## src/rtl/voice_pkg.sv

```systemverilog
// Shared definitions for the voice-change frame sequencer: state encoding,
// stage indices and helpers that map a stage state to its start/done bit.
package voice_pkg;

  typedef enum logic [2:0] {
    S_IDLE  = 3'd0,
    S_PRE   = 3'd1,
    S_SHIFT = 3'd2,
    S_POST  = 3'd3,
    S_DONE  = 3'd4
  } state_t;

  localparam int STG_PRE     = 0;
  localparam int STG_SHIFT   = 1;
  localparam int STG_POST    = 2;
  localparam int NUM_STG     = 3;
  localparam int TIMEOUT_DEF = 1024;

  // One-hot start/done bit owned by a stage state; zero for non-stage states.
  function automatic logic [NUM_STG-1:0] stage_bit(input state_t s);
    logic [NUM_STG-1:0] b;
    b = '0;
    case (s)
      S_PRE:   b[STG_PRE]   = 1'b1;
      S_SHIFT: b[STG_SHIFT] = 1'b1;
      S_POST:  b[STG_POST]  = 1'b1;
      default: b = '0;
    endcase
    return b;
  endfunction

  function automatic state_t next_state(input state_t s);
    case (s)
      S_PRE:   return S_SHIFT;
      S_SHIFT: return S_POST;
      default: return S_DONE;
    endcase
  endfunction

endpackage

```

## src/rtl/dffre.sv

```systemverilog
// Generic register with async active-high reset and load enable.
module dffre #(
  parameter int W = 1
) (
  input  logic         clk,
  input  logic         reset,
  input  logic         en,
  input  logic [W-1:0] d,
  output logic [W-1:0] q
);

  always_ff @(posedge clk or posedge reset) begin
    if (reset)   q <= '0;
    else if (en) q <= d;
  end

endmodule

```

## src/rtl/sat_counter.sv

```systemverilog
// Saturating event counter; a clear in the same cycle as an increment wins.
module sat_counter #(
  parameter int W = 8
) (
  input  logic         clk,
  input  logic         reset,
  input  logic         inc,
  input  logic         clr,
  output logic [W-1:0] cnt
);

  always_ff @(posedge clk or posedge reset) begin
    if (reset)                  cnt <= '0;
    else if (clr)               cnt <= '0;
    else if (inc && cnt != '1) cnt <= cnt + 1'b1;
  end

endmodule

```

## src/rtl/voice_seq_ctrl.sv

```systemverilog
// Per-frame sequencer: latches mode switches on the frame strobe, runs
// pre-filter / pitch-shift / post-filter in turn and updates bypass muxes.
module voice_seq_ctrl
  import voice_pkg::*;
#(
  parameter int TIMEOUT = TIMEOUT_DEF,
  parameter int CNT_W   = 8
) (
  input  logic             clk,
  input  logic             reset,
  input  logic             frame_strobe,
  input  logic             change_en,
  input  logic             rising_tone,
  input  logic             clr_stats,
  output logic [2:0]       stage_start,
  input  logic [2:0]       stage_done,
  output logic             pre_sel,
  output logic             out_sel,
  output logic             busy,
  output logic             frame_done,
  output logic             frame_err,
  output logic [CNT_W-1:0] overrun_cnt,
  output logic [CNT_W-1:0] timeout_cnt
);

  localparam int WC_W = $clog2(TIMEOUT + 1);

  // sw_* bit 0 = change_en, bit 1 = rising_tone
  logic [1:0] sw_meta, sw_sync;

  dffre #(.W(2)) u_sync0 (
    .clk(clk), .reset(reset), .en(1'b1),
    .d({rising_tone, change_en}), .q(sw_meta)
  );
  dffre #(.W(2)) u_sync1 (
    .clk(clk), .reset(reset), .en(1'b1),
    .d(sw_meta), .q(sw_sync)
  );

  state_t            state;
  logic              m_en, m_rt, err;
  logic [WC_W-1:0]   wcnt;
  logic              stage_hit, wait_exp, ovr_inc;

  // wcnt is zero only on the start cycle, so a done there is ignored.
  assign stage_hit = (|(stage_done & stage_bit(state))) && (wcnt != '0);
  assign wait_exp  = (stage_bit(state) != 3'b000) && !stage_hit &&
                     (wcnt == WC_W'(TIMEOUT - 1));
  assign ovr_inc   = frame_strobe && (state != S_IDLE);
  assign busy      = (state != S_IDLE);

  always_ff @(posedge clk or posedge reset) begin
    if (reset) begin
      state       <= S_IDLE;
      m_en        <= 1'b0;
      m_rt        <= 1'b0;
      err         <= 1'b0;
      wcnt        <= '0;
      stage_start <= '0;
      frame_done  <= 1'b0;
      frame_err   <= 1'b0;
      pre_sel     <= 1'b0;
      out_sel     <= 1'b0;
    end else begin
      stage_start <= '0;
      frame_done  <= 1'b0;
      frame_err   <= 1'b0;
      case (state)
        S_IDLE: begin
          if (frame_strobe) begin
            m_en <= sw_sync[0];
            m_rt <= sw_sync[1];
            err  <= 1'b0;
            wcnt <= '0;
            if (!sw_sync[0]) begin
              state      <= S_DONE;
              frame_done <= 1'b1;
            end else if (sw_sync[1]) begin
              state       <= S_PRE;
              stage_start <= stage_bit(S_PRE);
            end else begin
              state       <= S_SHIFT;
              stage_start <= stage_bit(S_SHIFT);
            end
          end
        end
        S_PRE, S_SHIFT, S_POST: begin
          if (stage_hit) begin
            state       <= next_state(state);
            stage_start <= stage_bit(next_state(state));
            frame_done  <= (state == S_POST);
            wcnt        <= '0;
          end else if (wait_exp) begin
            state      <= S_DONE;
            err        <= 1'b1;
            frame_done <= 1'b1;
            frame_err  <= 1'b1;
            wcnt       <= '0;
          end else begin
            wcnt <= wcnt + 1'b1;
          end
        end
        S_DONE: begin
          // Aborted frames fall back to raw passthrough.
          state   <= S_IDLE;
          pre_sel <= !err && m_rt;
          out_sel <= !err && m_en;
        end
        default: state <= S_IDLE;
      endcase
    end
  end

  sat_counter #(.W(CNT_W)) u_ovr_cnt (
    .clk(clk), .reset(reset), .inc(ovr_inc), .clr(clr_stats), .cnt(overrun_cnt)
  );
  sat_counter #(.W(CNT_W)) u_to_cnt (
    .clk(clk), .reset(reset), .inc(wait_exp), .clr(clr_stats), .cnt(timeout_cnt)
  );

endmodule

```

## config.mk

```make
export PLATFORM = sky130hd
export DESIGN_NAME = voice_seq_ctrl
export DESIGN_NICKNAME = d
export VERILOG_FILES = /design/src/rtl/voice_pkg.sv /design/src/rtl/dffre.sv /design/src/rtl/sat_counter.sv /design/src/rtl/voice_seq_ctrl.sv
export SDC_FILE = /design/constraint.sdc
export NUM_CORES = 1
export LEC_CHECK = 0
export BUFFER_PORTS_ARGS = -buffer_cell sky130_fd_sc_hd__buf_2
export CAP_MARGIN = 0
export CORE_UTILIZATION = 35
export DETAILED_ROUTE_END_ITERATION = 8
export PLACE_DENSITY = 0.63
export REMOVE_ABC_BUFFERS = 1
export SLEW_MARGIN = 40
export SYNTH_ARGS = -nofsm -noshare
export SYNTH_HDL_FRONTEND = slang
export SYNTH_SLANG_ARGS = --single-unit
```

## constraint.sdc

```tcl
create_clock -name clk -period 2.86 [get_ports clk]
set_input_delay 0.143 -clock clk [delete_from_list [all_inputs] [get_ports clk]]
set_output_delay 0.143 -clock clk [all_outputs]
set_load 0.01 [all_outputs]
```

Word-level counts from Yosys, hierarchy flattened
Index checks and enable logic that the tools add are counted.
- bits in registers: 44
- logic and storage cells: 93
- $add $sub $neg: 3
- equality and inequality tests: 14
- multiplexer cells: 38
- bitwise operators: 1
- reductions and logical operators: 23
- operator list (cell ; number):
    11-bit 2-to-1 mux ; 3
    8-bit 2-to-1 mux ; 4
    11-bit one-hot mux with 2 select lines ; 1
    3-bit 2-to-1 mux ; 7
    3-bit one-hot mux with 2 select lines ; 3
    8-bit by 1-bit adder with 8-bit output, second input constant ; 2
    8-bit inequality test, second input constant ; 2
    1-bit 2-to-1 mux ; 15
    3-bit by 2-bit equality test with 1-bit output, second input constant ; 4
    11-bit by 1-bit adder with 11-bit output, second input constant ; 1
    11-bit by 10-bit equality test with 1-bit output, second input constant ; 1
    11-bit nonzero test ; 1
    1-bit logical AND ; 8
    3-bit by 1-bit equality test with 1-bit output, second input constant ; 2
    2-bit 2-to-1 mux ; 3
    2-bit AND reduction ; 3
    2-bit nonzero test ; 3
    3-bit nonzero test ; 2
    3-bit OR reduction ; 2
    2-bit inequality test, second input constant ; 2
    1-bit one-hot mux with 2 select lines ; 2
    4-bit AND reduction ; 1
    3-bit bitwise AND ; 1
    3-bit equality test, second input constant ; 1
    4 further kinds ; 5

Depth between registers and ports, before layout
- word-level depth: 11
- depth in mapped cells: 8

Hierarchy
From an unflattened synthesis, not the netlist that was laid out.
- cells, all modules: 243
- area, all modules: 2509.9 sq um
- modules (own cells, without submodules) (module ; times used ; cells an instance ; area an instance (sq um) ; seq. area each (sq um)):
    voice_seq_ctrl ; 1 ; 135 ; 1348.8 ; 600.6
    sat_counter ; 2 ; 49 ; 504.2 ; 200.2
    dffre ; 2 ; 5 ; 76.3 ; 50.0

Worst setup path after synthesis
Ideal clock, no wire load.
- path kind: flip-flop to flip-flop
- start point: register wcnt[5]
- end point: register u_to_cnt.cnt[3]
- library setup time: 78 ps
- data arrival time: 2277 ps
- slack: 505 ps
- cell stages (with the launch flop): 6
- buffers on the path: 0
- clock period less this slack: 2355 ps
- cells stage by stage: dfrtp_1 > or4_4 > or4_4 > a21o_1 > or4_1 > a21oi_1
- word-level cells in the longest chain between the ends: 7
- elaborated cells on any way between the ends: 8
- classes of those cells: eq/ne: 1; reduce/logical: 7
- ends and longest elaborated chain (element ; line ; text):
    start: declaration ; voice_seq_ctrl.sv:42 ; logic [WC_W-1:0] wcnt;
    start signal: assignment ; voice_seq_ctrl.sv:100 ; wcnt <= wcnt + 1'b1;
    11-bit nonzero test ; voice_seq_ctrl.sv:46 ; assign stage_hit = (|(stage_done & stage_bit(state))) && (wcnt != '0);
    1-bit logical AND ; voice_seq_ctrl.sv:46 ;
    1-bit zero test ; voice_seq_ctrl.sv:47 ; assign wait_exp = (stage_bit(state) != 3'b000) && !stage_hit &&
    1-bit logical AND ; voice_seq_ctrl.sv:47 ;
    1-bit logical AND * ; voice_seq_ctrl.sv:47 ;
    1-bit logical AND * ; sat_counter.sv:15 ; else if (inc && cnt != '1) cnt <= cnt + 1'b1;
    2-bit nonzero test (no line) * ; n/a ;
    end signal: assignment ; sat_counter.sv:15 ;
    end: declaration ; sat_counter.sv:9 ; output logic [W-1:0] cnt
Mark *: on every way between the ends. The rest lies on a longest branch, timed or not.
A chain may end at the register's enable or synchronous reset.

Worst setup path after layout
- start point: register wcnt[6]
- end point: register u_to_cnt.cnt[3]
The elaborated chain is that of the path after synthesis.

==> impl_metrics.toml <==
[power]
p_sw_uw = 681
vdd_drop_max_mv = 0.306
p_int_mw = 1.22
power.leakage_nw = 1.15
p_clk_frac = 0.271
cellPowerDensity_nw_per_um2 = 752
comb_power_share = 0.307
p_seq_frac = 0.422
sw_frac_of_total = 0.358

[worst_hold_path]
hold_depth = 4
min_path_type = "in -> reg"
min-delay-start = "frame_strobe"

[yosys]
synth.avg_cell_area_um2 = 9.49
synth_top_family_by_area = "simple AND/OR/NAND/NOR gates"
synth_fa_ha_area_frac = 0.0234
synth-main-ff-cell = "dfrtp_1"
synth_seq_cells = 44
postSynthCellCount = 225
synth-compound-area-share = 0.145
ys_types = 41
synthSimpleGateAreaFrac = 0.245
yosys-mux-area-fraction = 0.00996
async_reset_ff_frac = 1.00
synth_edf_count = 0
yosysSeqAreaShare = 0.516
syn_area_um2 = 2140
yosysWarnings = 0
synth_xor_area_frac = 0.0328

[worst_setup_path]
worstPathArrival_ns = 2.73
ff2ff_path_depth = 5
worstPathCellList = "or4_4 -> or4_4 -> a21o_1 -> or4_1 -> a21oi_1"
crit_buf_inv = 0
end_kind = "register"
critical_path_class = "reg -> reg"
critical_path.max_fanout = 9
timing.rr.start = "wcnt[6]"
critPathMostFrequentCell = "or4_4"
slowest_stage = "or4_4"
crit_path_start_kind = "register"
cpPeakStageDelay_ns = 0.54
cp.required_ns = 3.09
path_depth = 5
crit_family = "simple AND/OR/NAND/NOR gates"
cp-startpoint = "wcnt[6]"

[global_routing]
grt.total_usage = 0.156
antenna_found_initial = 0
gr-total-overflow = 0
grt_max_degree = 26
grt_pass1_wl_um = 7670
grt_pass1_vias = 1652

[sta]
fin_crit_sh = 0.872
skew_ns = 0.00504
rsz0062_at_grt = "false"
max_freq_mhz = 401
setup_violations = 0
setup_tns_ns = 0
min_period_ns = 2.49
slew_violations = 0
whs_ns = 0.197
hold_viol = 0
max_slew_margin = 0.502
worst_pin_slew_ns = 0.744

[final_layout]
drive_gt1_frac = 0.183
fin_util = 0.430
layout.nets = 275
area_growth_pct = 18.5
diodes = 0

[routing]
dr.pass1.iters = 4
drt_iter0_drc = 111
avgRoutedWirePerCell_um = 13.5
drc = 0
wirelength_um = 4560
ant_nets = 0
vias = 1780
viasPerCell = 5.27

[clock_network]
cts.clk_slew.worst_paths_ns = 0.09
cts_tree = "built"
cts_made_buffers = 5
htreeDepth = 2
clock_sinks = 44
post_cts_buffers = 0
clk_path_buf_depth = 2
clock_latency_ns = 0.30
cts_root_buffer = "clkbuf_8"

[placed_design]
place.gp.congestion = 0.764
dp_hpwl_um = 3190
portBuffers = 32

[floorplanning]
ios = 33
fp.dieH_um = 80.1
die_x_um = 80.1
num_rows = 28
dieArea_um2 = 6420
core_um2 = 5890
initial_utilization = 0.363

[run_status]
status = "complete, no violations"

[flow_run]
drv_cap = 0
-- cell usage in the layout, fill, tap and decap left out, types with 7 or more instances in the layout --
cell	n
nor3_1	10
nor2_1	18
dfrtp_1	44
nand2_1	27
o21ai_0	14
xnor2_1	7
a21oi_1	15
buf_2	32
nand3_1	11
or3_1	8
inv_1	8
-- worst reg2reg max path, delay by kind of cell, from the launching register on --
kind             cells  cell delay, ns
flip-flops           1            0.44
AND/OR/NAND/NOR      3            1.57
AO/OA/AOI/OAI        2            0.42
-- layout make-up --
type	count	area, um2
clock buffers	6	82.6
clock inverters	2	38.8
fillers	592	3360
inverters	9	33.8
multi-input cells	165	975
flip-flops and latches	44	1100
well taps	75	93.8
repair buffers	37	205
-- flip-flops by register name, summed over array words and instances, names as in the netlist --
name	flops
err	1
frame_done	1
frame_err	1
m_en	1
m_rt	1
out_sel	1
pre_sel	1
stage_start	3
state	3
u_ovr_cnt.cnt	8
u_sync0.q	2
u_sync1.q	2
u_to_cnt.cnt	8
wcnt	11
-- through the flow --
stage                     power, mW  cell area [um2]  setup slack, ns  std cells
after floorplan                1.22             2110            0.505        218
after global placement         1.39             2380            0.413        327
after detailed placement       1.40             2380            0.373        327
after CTS                      1.92             2530            0.373        338
after global routing           2.03             2530            0.263        338
final                          1.90             2530            0.366        338
-- power by group through the flow --
stage | clock, mW | combinational [mW] | sequential [mW]
4_1_cts | 0.527 | 0.589 | 0.802
3_3_place_gp | 0 | 0.577 | 0.812
5_1_grt | 0.549 | 0.661 | 0.818
3_5_place_dp | 0 | 0.585 | 0.813
6_report | 0.515 | 0.585 | 0.803
2_1_floorplan | 0 | 0.403 | 0.813
-- what timing repair did --
action | in CTS | in global routing
resized for setup | 0 | 0
hold buffers | 3 | 0
setup endpoints to repair | 0 | 0
hold endpoints to repair | 21 | 0
-- layer usage --
layer,wire (um),global-route usage,vias to the layer above
li1,-,-,884
met2,2120,0.252,38
met4,48,0.0643,0
met1,2220,0.203,854
met5,0,0,-
met3,173,0.0341,4
-- final timing paths --
path / endpoint / slack [ns]
max: u_to_cnt.cnt[3] / 0.37
min: m_rt / 0.20
max reg2reg: u_to_cnt.cnt[3] / 0.37
min reg2reg: u_sync1.q[1] / 0.36
max in group asynchronous: frame_err / 1.81
min in group asynchronous: u_to_cnt.cnt[1] / 0.38
-- logic make-up (layout without fill, tap and decap cells) --
logic type | Yosys count | after routing
multiplexers | 2 | 2
buffers and inverters | 16 | 54
flip-flops | 44 | 44
AO/OA/AOI/OAI | 50 | 50
XOR/XNOR | 8 | 8
AND/OR/NAND/NOR | 101 | 101
adder cells (fa/ha/maj) | 4 | 4
-- synth_stat cells, types with 3 or more instances --
| cell | number | share of area |
|---|---|---|
| a21oi_1 | 15 | 0.035 |
| and3_1 | 3 | 0.0088 |
| clkbuf_1 | 5 | 0.0088 |
| dfrtp_1 | 44 | 0.52 |
| ha_1 | 4 | 0.023 |
| inv_1 | 9 | 0.016 |
| nand2_1 | 27 | 0.047 |
| nand2b_1 | 6 | 0.018 |
| nand3_1 | 11 | 0.026 |
| nor2_1 | 18 | 0.032 |
| nor3_1 | 10 | 0.023 |
| o21ai_0 | 14 | 0.033 |
| o31ai_1 | 5 | 0.018 |
| or3_1 | 8 | 0.023 |
| or4_1 | 6 | 0.021 |
| xnor2_1 | 7 | 0.029 |
Power figures use the tool's default switching activity.
